===== config.mk =====
export PLATFORM = sky130hd
export DESIGN_NAME = event_sync
export DESIGN_NICKNAME = d
export VERILOG_FILES = /design/src/rtl/event_sync.sv
export SDC_FILE = /design/constraint.sdc
export NUM_CORES = 1
export LEC_CHECK = 0
export CAP_MARGIN = 20
export CORE_UTILIZATION = 30
export CTS_CLUSTER_SIZE = 30
export DETAILED_ROUTE_END_ITERATION = 16
export GPL_TIMING_DRIVEN = 0
export PLACE_DENSITY = 0.62
export SLEW_MARGIN = 20
export SYNTH_ARGS = -nofsm -noshare
export SYNTH_HDL_FRONTEND = slang
export SYNTH_SLANG_ARGS = --single-unit

===== constraint.sdc =====
create_clock -name i_clk -period 2.85 [get_ports i_clk]
set_clock_uncertainty 0.1 [all_clocks]
set_input_delay 0.57 -clock i_clk [delete_from_list [all_inputs] [get_ports i_clk]]
set_output_delay 0.57 -clock i_clk [all_outputs]
set_load 0.02 [all_outputs]

===== src/rtl/event_sync.sv =====
// Multi-channel event synchroniser: synchronises async sources into clk, detects edges per channel
// mode, and queues events in saturating pending counters drained by a valid/ready handshake.
module event_sync #(
  parameter int unsigned CHANNELS    = 4,
  parameter int unsigned SYNC_STAGES = 2,
  parameter int unsigned CNT_W       = 3
) (
  input  logic                      i_clk,
  input  logic                      i_reset_n,
  input  logic [CHANNELS-1:0]       i_async_in,
  input  logic [2*CHANNELS-1:0]     i_edge_mode,
  input  logic [CHANNELS-1:0]       i_clear,
  output logic [CHANNELS-1:0]       o_evt_pulse,
  output logic [CHANNELS-1:0]       o_evt_valid,
  input  logic [CHANNELS-1:0]       i_evt_ready,
  output logic [CHANNELS*CNT_W-1:0] o_evt_count,
  output logic [CHANNELS-1:0]       o_overflow
);

  localparam int unsigned ARM_CYCLES = SYNC_STAGES + 1;
  localparam int unsigned ARM_W      = $clog2(ARM_CYCLES + 1);

  localparam logic [1:0] MODE_ANY  = 2'd0;
  localparam logic [1:0] MODE_RISE = 2'd1;
  localparam logic [1:0] MODE_FALL = 2'd2;

  localparam logic [CNT_W-1:0] CNT_MAX = '1;

  logic [SYNC_STAGES-1:0][CHANNELS-1:0] r_sync;
  logic [CHANNELS-1:0]                  r_hist;
  logic [ARM_W-1:0]                     r_arm_cnt;
  logic [CHANNELS-1:0][CNT_W-1:0]       r_count;
  logic [CHANNELS-1:0]                  r_valid;
  logic [CHANNELS-1:0]                  r_ovf;
  logic [CHANNELS-1:0]                  r_pulse;

  logic                                 w_armed;
  logic [CHANNELS-1:0]                  w_sync_out;
  logic [CHANNELS-1:0]                  w_rise;
  logic [CHANNELS-1:0]                  w_fall;
  logic [CHANNELS-1:0]                  w_event;
  logic [CHANNELS-1:0]                  w_consume;
  logic [CHANNELS-1:0][CNT_W-1:0]       w_count_d;
  logic [CHANNELS-1:0]                  w_ovf_d;

  // Only the last stage is observed; earlier stages feed nothing but the next flop.
  always_ff @(posedge i_clk or negedge i_reset_n) begin
    if (!i_reset_n) begin
      r_sync <= '0;
      r_hist <= '0;
    end else begin
      r_sync[0] <= i_async_in;
      for (int k = 1; k < SYNC_STAGES; k++) begin
        r_sync[k] <= r_sync[k-1];
      end
      r_hist <= r_sync[SYNC_STAGES-1];
    end
  end

  // Detection stays masked until the chain and history hold real post-reset samples.
  always_ff @(posedge i_clk or negedge i_reset_n) begin
    if (!i_reset_n) begin
      r_arm_cnt <= '0;
    end else if (!w_armed) begin
      r_arm_cnt <= r_arm_cnt + 1'b1;
    end
  end

  assign w_armed    = (r_arm_cnt == ARM_W'(ARM_CYCLES));
  assign w_sync_out = r_sync[SYNC_STAGES-1];
  assign w_rise     = w_sync_out & ~r_hist;
  assign w_fall     = ~w_sync_out & r_hist;

  always_comb begin
    w_event = '0;
    for (int i = 0; i < CHANNELS; i++) begin
      case (i_edge_mode[2*i +: 2])
        MODE_ANY:  w_event[i] = w_rise[i] | w_fall[i];
        MODE_RISE: w_event[i] = w_rise[i];
        MODE_FALL: w_event[i] = w_fall[i];
        default:   w_event[i] = 1'b0;
      endcase
      w_event[i] = w_event[i] & w_armed;
    end
  end

  assign w_consume = r_valid & i_evt_ready;

  always_comb begin
    w_count_d = r_count;
    w_ovf_d   = r_ovf;
    for (int i = 0; i < CHANNELS; i++) begin
      if (i_clear[i]) begin
        w_count_d[i] = '0;
        w_ovf_d[i]   = 1'b0;
      end else if (w_event[i] && w_consume[i]) begin
        w_count_d[i] = r_count[i];
      end else if (w_event[i]) begin
        if (r_count[i] == CNT_MAX) begin
          w_ovf_d[i] = 1'b1;
        end else begin
          w_count_d[i] = r_count[i] + 1'b1;
        end
      end else if (w_consume[i]) begin
        // r_valid guarantees a non-zero count here.
        w_count_d[i] = r_count[i] - 1'b1;
      end
    end
  end

  always_ff @(posedge i_clk or negedge i_reset_n) begin
    if (!i_reset_n) begin
      r_count <= '0;
      r_valid <= '0;
      r_ovf   <= '0;
      r_pulse <= '0;
    end else begin
      r_count <= w_count_d;
      r_ovf   <= w_ovf_d;
      r_pulse <= w_event;
      for (int i = 0; i < CHANNELS; i++) begin
        r_valid[i] <= (w_count_d[i] != '0);
      end
    end
  end

  assign o_evt_pulse = r_pulse;
  assign o_evt_valid = r_valid;
  assign o_evt_count = r_count;
  assign o_overflow  = r_ovf;

endmodule

==> results of run 1 <==
## area by class of cell
class	instances	area share (%)
Sequential cell	38	35.8
Multi-Input combinational cell	116	34.5
Timing Repair Buffer	45	17.4
Clock buffer	8	4.15
Inverter	26	3.86
Tap cell	77	3.63
Buffer	2	0.566
## where the power goes
group	internal [mW]	switching, mW
logic	0.375	0.397
registers	0.638	0.0870
clock network	0.244	0.185
total	1.26	0.669
## per-layer routing
| metal | routed length, um | part of all wire [%] |
|---|---|---|
| met1 | 1750 | 46 |
| met2 | 1830 | 48 |
| met3 | 177 | 4.7 |
| met4 | 34 | 0.90 |
| met5 | 0 | 0 |
## sequential cells by signal, indices dropped and copies added (netlist names)
signal	cells
r_arm_cnt	2
r_sync	4
o_overflow	4
o_evt_pulse	4
o_evt_valid	4
o_evt_count	12
w_sync_out	4
r_hist	4
## kinds of logic (layout without fill, tap and decap cells)
logic type	count (synthesis)	after routing	synth area share, %
simple gates	48	48	14.1
compound gates	40	40	16.1
flops	38	38	47.9
buf+inv	28	81	5.92
fa+ha+maj	17	17	10.7
mux	6	6	3.09
xor+xnor	5	5	2.21
## worst reg2reg max path, stage by stage (launching register included)
cell and delay (ns):
dfrtp_1 0.38, inv_1 0.05, ha_1 0.28, and2b_2 0.21
o41ai_4 0.47, mux2i_1 0.28, xnor2_1 0.14, nor2_1 0.07
or3_1 0.37
## worst max-delay path by stage
| stage | slack (ns) | end | cells after the start |
|---|---|---|---|
| after global routing | 0.14 | o_evt_valid[0]$_DFF_PN0_ | 7 |
| after detailed placement | -0.02 | o_evt_valid[1]$_DFF_PN0_ | 7 |
| final | 0.30 | o_evt_valid[1]$_DFF_PN0_ | 7 |
| after floorplan | 0.60 | o_evt_valid[0]$_DFF_PN0_ | 8 |
| after CTS | 0.30 | o_evt_valid[1]$_DFF_PN0_ | 7 |
| after global placement | 0.02 | o_evt_valid[1]$_DFF_PN0_ | 7 |
## layout by cell type (no fill, tap or decap), drive strengths merged
cell,n
a21oi,15
or3,3
clkbuf,9
mux2i,5
a31oi,3
inv,26
clkdlybuf4s50,43
nand4,3
ha,17
mux2,1
nor4b,4
nor2b,5
o31ai,1
and3,1
and2,4
nand4b,3
a311oi,2
nand2,7
a21boi,4
o21ai,4
o31a,1
a211oi,1
nor2,11
o22a,2
o22ai,1
o41ai,3
nor3,2
a221oi,2
and2b,3
nand3b,1
dfrtp,38
nand3,1
o211ai,1
buf,3
xnor2,5
## metrics by stage
step	TNS [ns]	instances	area (um^2)
floorplan	0	182	1990
global placement	0	303	2520
detailed placement	-0.0177	304	2540
CTS	0	312	2660
global route	0	312	2660
finish	0	312	2660
==> flow_metrics.env, run 1 <==
export IMPL_synth_top_area_share_pct=47.9
export IMPL_grt_pass1_vias=1441
export IMPL_synth_area_mm2=0.00199
export IMPL_diodes=0
export IMPL_yosysMostFrequentCell="dfrtp_1"
export IMPL_crit_chain="clkdlybuf4s50_1 -> and2b_2 -> o41ai_4 -> mux2i_1 -> xnor2_1 -> nor2_1 -> or3_1"
export IMPL_antenna_found_initial=0
export IMPL_ys_flop_type="dfrtp_1"
export IMPL_tightest_slew_ns=0.562
export IMPL_numCtsBuffers=5
export IMPL_synth_cell_types=36
export IMPL_gr_total_overflow=0
export IMPL_synthCells=182
export IMPL_relSlewSlack_pct=62.4
export IMPL_critPathKind="input pin to register"
export IMPL_maxCapViolCount=0
export IMPL_use_met2_pct=18.9
export IMPL_fp_dieW_um=83.4
export IMPL_antenna_left=0
export IMPL_worstPathMaxFanout=9
export IMPL_r2r_cells=8
export IMPL_synth_nets=221
export IMPL_fin_crit_ns=2.55
export IMPL_p_total_mw=1.93
export IMPL_num_vias=1484
export IMPL_power_density_mw_per_mm2=726
export IMPL_min_path_type="input pin to async pin"
export IMPL_grt_use_met1_pct=15.5
export IMPL_root_buffer="clkbuf_8"
export IMPL_grt_util_all_layers_pct=11.9
export IMPL_startpoint="i_edge_mode[3]"
export IMPL_fin_crit_sh_pct=89.6
export IMPL_cp_slowest_stage_delay_ns=0.54
export IMPL_cp_start_kind="input pin"
export IMPL_ys_warn_count=0
export IMPL_initialDrtViolationCount=51
export IMPL_drive_gt1_share_pct=9.36
export IMPL_met3_usage_pct=3.38
export IMPL_grt_pass1_wl_um=6540
export IMPL_regArea_um2=951
export IMPL_nFillCells=624
export IMPL_synth_top_cell_by_area="dfrtp_1"
export IMPL_fp_dieH_um=83.4
export IMPL_status="finished clean"
export IMPL_reg2reg_from="w_sync_out[1]$_DFF_PN0_"
export IMPL_drc=0
export IMPL_grt_max_degree=21
export IMPL_yosysSeqAreaShare_pct=47.9
export IMPL_start_util_pct=31.1
export IMPL_worstReg2RegEnd="o_evt_valid[1]$_DFF_PN0_"
export IMPL_synth_edf_count=0
export IMPL_max_freq_ghz=0.392
export IMPL_slowest_stage="o41ai_4"
export IMPL_fin_hold_ws_ns=0.140
export IMPL_cts_tree="built"
export IMPL_synthArstFlopShare_pct=100
export IMPL_vdd_ir_drop_max_v=0.000344
export IMPL_io_buffers=44
export IMPL_dp_hpwl_um=2900
export IMPL_fin_util_pct=41.6
export IMPL_cts_sinks=38
export IMPL_critPathTopFamily="simple AND/OR/NAND/NOR gates"
export IMPL_cts_htree_levels=2
export IMPL_core_mm2=0.00639
export IMPL_required_ns=2.92
export IMPL_wirelength_um=3790
export IMPL_holdBufCountCts=0
export IMPL_fin_ws_ns=0.298
export IMPL_wl_per_cell_um=12.1
export IMPL_regToRegSetupSlack_ns=0.38
export IMPL_syn_avg_cell_area_um2=10.9
export IMPL_hold_violations=0
export IMPL_critical_path_arrival_ns=2.62
export IMPL_final_net_count=273
export IMPL_viasPerCell=4.76
export IMPL_cp_end_kind="register"
export IMPL_syn_to_final_growth_pct=33.7
export IMPL_dp_slack_ns=-0.0177
export IMPL_p_leak_nw=1.17
export IMPL_ys_seq_elements=38
export IMPL_busiest_layer="met2"
export IMPL_report_final_slew_viol_count=0
export IMPL_cts_clk_slew_worst_paths_ns=0.08
export IMPL_die_area_mm2=0.00695
export IMPL_cts_buffer_depth=2
export IMPL_yosys_top_cells_area="dfrtp_1 48%, ha_1 11%, inv_1 4.7%"
export IMPL_synth_commonest_cells="38 x dfrtp_1, 25 x inv_1, 17 x ha_1"
export IMPL_clkLatencyLatePin_ns=0.28
export IMPL_crit_buf_inv=1
export IMPL_rows=29
export IMPL_post_cts_resized=0
export IMPL_multi_input_area_um2=917
export IMPL_setup_viol=0
export IMPL_dr_pass1_iters=4
export IMPL_post_cts_buffers=0
export IMPL_io_pins=46
export IMPL_gp_congestion=0.774
export IMPL_rsz0062_at_grt="false"
Note: power is estimated with default switching activity, not from simulation.
==> run 2, diff against run 1 <==
--- a/config.mk
+++ b/config.mk
@@ -11,7 +11,9 @@
 export DETAILED_ROUTE_END_ITERATION = 16
 export GPL_TIMING_DRIVEN = 0
 export PLACE_DENSITY = 0.62
+export RECOVER_POWER = 50
 export SLEW_MARGIN = 20
 export SYNTH_ARGS = -nofsm -noshare
 export SYNTH_HDL_FRONTEND = slang
 export SYNTH_SLANG_ARGS = --single-unit
+export TNS_END_PERCENT = 10
==> flow_metrics.env, run 2 (synthesis gave the netlist of run 1 again) <==
export IMPL_status="finished clean"
export IMPL_post_dp_cell_area_mm2=0.00254
export IMPL_dp_hpwl_um=2900
export IMPL_max_freq_ghz=0.392
export IMPL_io_pins=46
export IMPL_rsz0062_at_grt="false"
export IMPL_cts_buffer_depth=2
export IMPL_critical_path_arrival_ns=2.62
export IMPL_antenna_found_initial=0
export IMPL_syn_to_final_growth_pct=32.5
export IMPL_diodes=0
export IMPL_cp_start_kind="input pin"
export IMPL_die_area_mm2=0.00695
export IMPL_cp_end_kind="register"
export IMPL_cts_clk_slew_worst_paths_ns=0.07
export IMPL_grt_pass1_vias=1441
export IMPL_setup_viol=0
export IMPL_gp_congestion=0.774
export IMPL_hold_violations=0
export IMPL_io_buffers=44
export IMPL_wl_per_cell_um=12.1
export IMPL_start_util_pct=31.1
export IMPL_cts_sinks=38
export IMPL_fin_crit_sh_pct=89.6
export IMPL_post_cts_resized=0
export IMPL_wirelength_um=3780
export IMPL_largest_reg_flops=12
export IMPL_vdd_ir_drop_max_v=0.000343
export IMPL_finalSetupTns_ns=0
export IMPL_relSlewSlack_pct=29.8
export IMPL_min_path_type="register to register"
export IMPL_viasPerCell=4.75
export IMPL_core_mm2=0.00639
export IMPL_fin_hold_ws_ns=0.250
export IMPL_power_density_mw_per_mm2=730
export IMPL_fp_dieW_um=83.4
export IMPL_fp_dieH_um=83.4
export IMPL_rows=29
export IMPL_drc=0
export IMPL_final_common_cell="clkdlybuf4s50_1"
export IMPL_final_area_mm2=0.00263
export IMPL_post_cts_buffers=0
export IMPL_cts_htree_levels=2
export IMPL_grt_util_all_layers_pct=11.9
export IMPL_p_leak_nw=1.16
export IMPL_worstPathMaxFanout=9
export IMPL_critPathKind="input pin to register"
export IMPL_final_net_count=273
export IMPL_grt_pass1_wl_um=6540
export IMPL_cts_tree="built"
export IMPL_dr_pass1_iters=4
export IMPL_fin_crit_ns=2.55
export IMPL_final_cell_mix="39 x clkdlybuf4s50_1, 38 x dfrtp_1, 25 x inv_1, 17 x ha_1, 15 x a21oi_1"
export IMPL_dp_slack_ns=-0.0177
export IMPL_required_ns=2.92
export IMPL_placedCellCount=304
export IMPL_num_vias=1483
export IMPL_fin_ws_ns=0.298
export IMPL_maxCapViolCount=0
export IMPL_initialDrtViolationCount=51
export IMPL_gr_total_overflow=0
export IMPL_finalNonFillerCells=312
export IMPL_holdBufCountCts=0
export IMPL_numCtsBuffers=5
export IMPL_report_final_slew_viol_count=0
export IMPL_root_buffer="clkbuf_8"
export IMPL_tightest_slew_ns=1.05
export IMPL_drive_gt1_share_pct=8.51
export IMPL_grt_max_degree=21
export IMPL_clkLatencyLatePin_ns=0.28
export IMPL_antenna_left=0
## run 2: cell types whose count changed in the layout (fill, tap and decap cells not counted), sizes merged
| cell | delta |
|---|---|
| clkbuf | +2 |
| buf | -2 |
| dlygate4sd3 | +4 |
| clkdlybuf4s50 | -4 |
## run 2: worst paths after layout
kind	slack, ns	to	from	cells after the start
max in group asynchronous	0.83	r_sync[0]$_DFF_PN0_	i_reset_n	2
setup / recovery	0.30	o_evt_valid[1]$_DFF_PN0_	i_edge_mode[3]	7
min in group asynchronous	0.35	o_evt_pulse[2]$_DFF_PN0_	i_reset_n	1
hold reg to reg	0.25	w_sync_out[1]$_DFF_PN0_	r_sync[1]$_DFF_PN0_	0
hold / removal	0.25	w_sync_out[1]$_DFF_PN0_	r_sync[1]$_DFF_PN0_	0
setup reg to reg	0.38	o_evt_valid[1]$_DFF_PN0_	w_sync_out[1]$_DFF_PN0_	8
## run 2: stage by stage
step / power [mW] / util [%]
after global placement: 1.49 / 39.5
final: 1.92 / 41.2
after detailed placement: 1.51 / 39.9
after CTS: 1.96 / 41.6
after floorplan: 1.20 / -
after global routing: 2.07 / 41.2
## run 2: layer usage
metal	share of wire, %	global-route usage [%]
met2	48	18.9
met4	0.90	4.23
met1	46	15.5
met3	4.7	3.38
met5	0	0
## run 2: critical path: stages
cell and delay (ns):
clkdlybuf4s50_1 0.43, and2b_2 0.22, o41ai_4 0.54, mux2i_1 0.28, xnor2_1 0.14, nor2_1 0.07
or3_1 0.37
## run 2: layout make-up
cell class                      instances  area [um^2]
Sequential cell                        38          951
Inverter                               26          103
Buffer                                  2         15.0
Multi-Input combinational cell        116          917
Clock buffer                            8          110
Fill cell                             629         3760
Tap cell                               77         96.3
Timing Repair Buffer                   45          438
## run 2: report_power, final
group,switching [mW],total (mW),internal (mW)
combinational,0.396,0.766,0.370
sequential,0.0870,0.725,0.638
clock,0.185,0.430,0.244
==> run 3, diff against run 2 <==
==> constraint.sdc (replaced) <==
create_clock -name i_clk -period 2.58 [get_ports i_clk]
set_clock_uncertainty 0.1 [all_clocks]
set_input_delay 0.516 -clock i_clk [delete_from_list [all_inputs] [get_ports i_clk]]
set_output_delay 0.516 -clock i_clk [all_outputs]
set_load 0.02 [all_outputs]
==> flow_metrics.env, run 3 (synthesis gave the netlist of run 1 again) <==
export IMPL_cp_slowest_stage_delay_ns=0.54
export IMPL_diodes=0
export IMPL_wirelength_um=3820
export IMPL_grt_max_degree=21
export IMPL_p_leak_nw=1.18
export IMPL_core_mm2=0.00639
export IMPL_regToRegSetupSlack_ns=0.11
export IMPL_drive_gt1_share_pct=10.4
export IMPL_finalSetupTns_ns=0
export IMPL_regArea_um2=951
export IMPL_wl_per_cell_um=12.1
export IMPL_largest_reg_flops=12
export IMPL_cp_start_kind="input pin"
export IMPL_max_freq_ghz=0.400
export IMPL_rows=29
export IMPL_power_density_mw_per_mm2=800
export IMPL_final_area_mm2=0.00267
export IMPL_post_dp_cell_area_mm2=0.00254
export IMPL_hold_violations=0
export IMPL_grt_pass1_vias=1441
export IMPL_holdBufCountCts=0
export IMPL_post_cts_buffers=0
export IMPL_dr_pass1_iters=4
export IMPL_post_cts_resized=0
export IMPL_critPathKind="input pin to register"
export IMPL_cts_htree_levels=2
export IMPL_cp_end_kind="register"
export IMPL_viasPerCell=4.74
export IMPL_syn_to_final_growth_pct=34.3
export IMPL_final_cell_mix="40 x clkdlybuf4s50_1, 38 x dfrtp_1, 25 x inv_1, 17 x ha_1, 15 x a21oi_1"
export IMPL_required_ns=2.65
export IMPL_r2r_cells=8
export IMPL_tightest_slew_ns=1.05
export IMPL_crit_buf_inv=1
export IMPL_drc=0
export IMPL_final_net_count=278
export IMPL_report_final_slew_viol_count=0
export IMPL_nFillCells=631
export IMPL_root_buffer="clkbuf_8"
export IMPL_fin_crit_ns=2.50
export IMPL_dp_slack_ns=-0.234
export IMPL_setup_viol=0
export IMPL_multi_input_area_um2=917
export IMPL_antenna_found_initial=0
export IMPL_slowest_stage="o41ai_4"
export IMPL_critPathTopFamily="simple AND/OR/NAND/NOR gates"
export IMPL_fin_ws_ns=0.0815
export IMPL_grt_util_all_layers_pct=11.9
export IMPL_critical_path_arrival_ns=2.56
export IMPL_crit_cells=7
export IMPL_status="finished clean"
export IMPL_startpoint="i_edge_mode[3]"
export IMPL_rsz0062_at_grt="true"
export IMPL_fin_crit_sh_pct=96.8
export IMPL_start_util_pct=31.1
export IMPL_vdd_ir_drop_max_v=0.000369
export IMPL_io_pins=46
export IMPL_io_buffers=44
export IMPL_worstPathMaxFanout=9
export IMPL_cts_clk_slew_worst_paths_ns=0.07
export IMPL_final_common_cell="clkdlybuf4s50_1"
export IMPL_fp_dieH_um=83.4
export IMPL_min_path_type="register to register"
export IMPL_fin_hold_ws_ns=0.250
export IMPL_gr_total_overflow=0
export IMPL_dp_hpwl_um=2900
export IMPL_antenna_left=0
export IMPL_crit_chain="clkdlybuf4s50_1 -> and2b_2 -> o41ai_4 -> mux2i_1 -> xnor2_1 -> nor2_1 -> or3_1"
export IMPL_cts_tree="built"
export IMPL_gp_congestion=0.774
export IMPL_numCtsBuffers=5
export IMPL_reg2reg_from="w_sync_out[1]$_DFF_PN0_"
export IMPL_worstReg2RegEnd="o_evt_valid[1]$_DFF_PN0_"
export IMPL_num_vias=1504
export IMPL_die_area_mm2=0.00695
export IMPL_clkLatencyLatePin_ns=0.28
export IMPL_maxCapViolCount=0
export IMPL_relSlewSlack_pct=29.8
export IMPL_cp_endpoint="o_evt_valid[1]$_DFF_PN0_"
export IMPL_grt_pass1_wl_um=6540
export IMPL_cts_buffer_depth=2
export IMPL_initialDrtViolationCount=48
export IMPL_cts_sinks=38
export IMPL_fp_dieW_um=83.4
==> run 3: changes by cell type in the layout (fill, tap and decap cells not counted), sizes merged <==
cell / before / now
dlygate4sd3: 4 / 3
buf: 1 / 6
clkdlybuf4s50: 39 / 40
==> run 3: how the worst min path moves through the flow <==
stage	startpoint	end	cells after the start
floorplan	i_reset_n	o_evt_count[0]$_DFF_PN0_	0
global route	r_sync[3]$_DFF_PN0_	w_sync_out[3]$_DFF_PN0_	0
global placement	r_sync[1]$_DFF_PN0_	w_sync_out[1]$_DFF_PN0_	0
detailed placement	r_sync[1]$_DFF_PN0_	w_sync_out[1]$_DFF_PN0_	0
CTS	i_reset_n	o_evt_pulse[2]$_DFF_PN0_	1
finish	r_sync[1]$_DFF_PN0_	w_sync_out[1]$_DFF_PN0_	0
==> run 3: cell type report <==
cell class / count / area share [%]
Buffer: 2 / 0.563
Clock buffer: 8 / 4.13
Inverter: 26 / 3.85
Multi-Input combinational cell: 116 / 34.4
Sequential cell: 38 / 35.6
Tap cell: 77 / 3.61
Timing Repair Buffer: 50 / 17.8
==> run 3: through the flow <==
stage | util (%) | std cells | power [mW]
2_1_floorplan | - | 182 | 1.33
3_3_place_gp | 39.5 | 303 | 1.65
5_1_grt | 41.8 | 317 | 2.29
3_5_place_dp | 39.9 | 304 | 1.67
4_1_cts | 41.6 | 312 | 2.16
6_report | 41.8 | 317 | 2.13
==> run 3: metal layers <==
layer  global-route usage, %  routed length [um]
met1                    15.5                1770
met4                    4.23                  34
met2                    18.9                1840
met3                    3.38                 176
met5                       0                   0
==> run 3: power breakdown <==
group          internal, mW  leakage [nW]  switching (mW)
sequential            0.704         0.472          0.0962
clock                 0.270        0.0575           0.205
combinational         0.417         0.653           0.440
total                  1.39          1.18           0.742
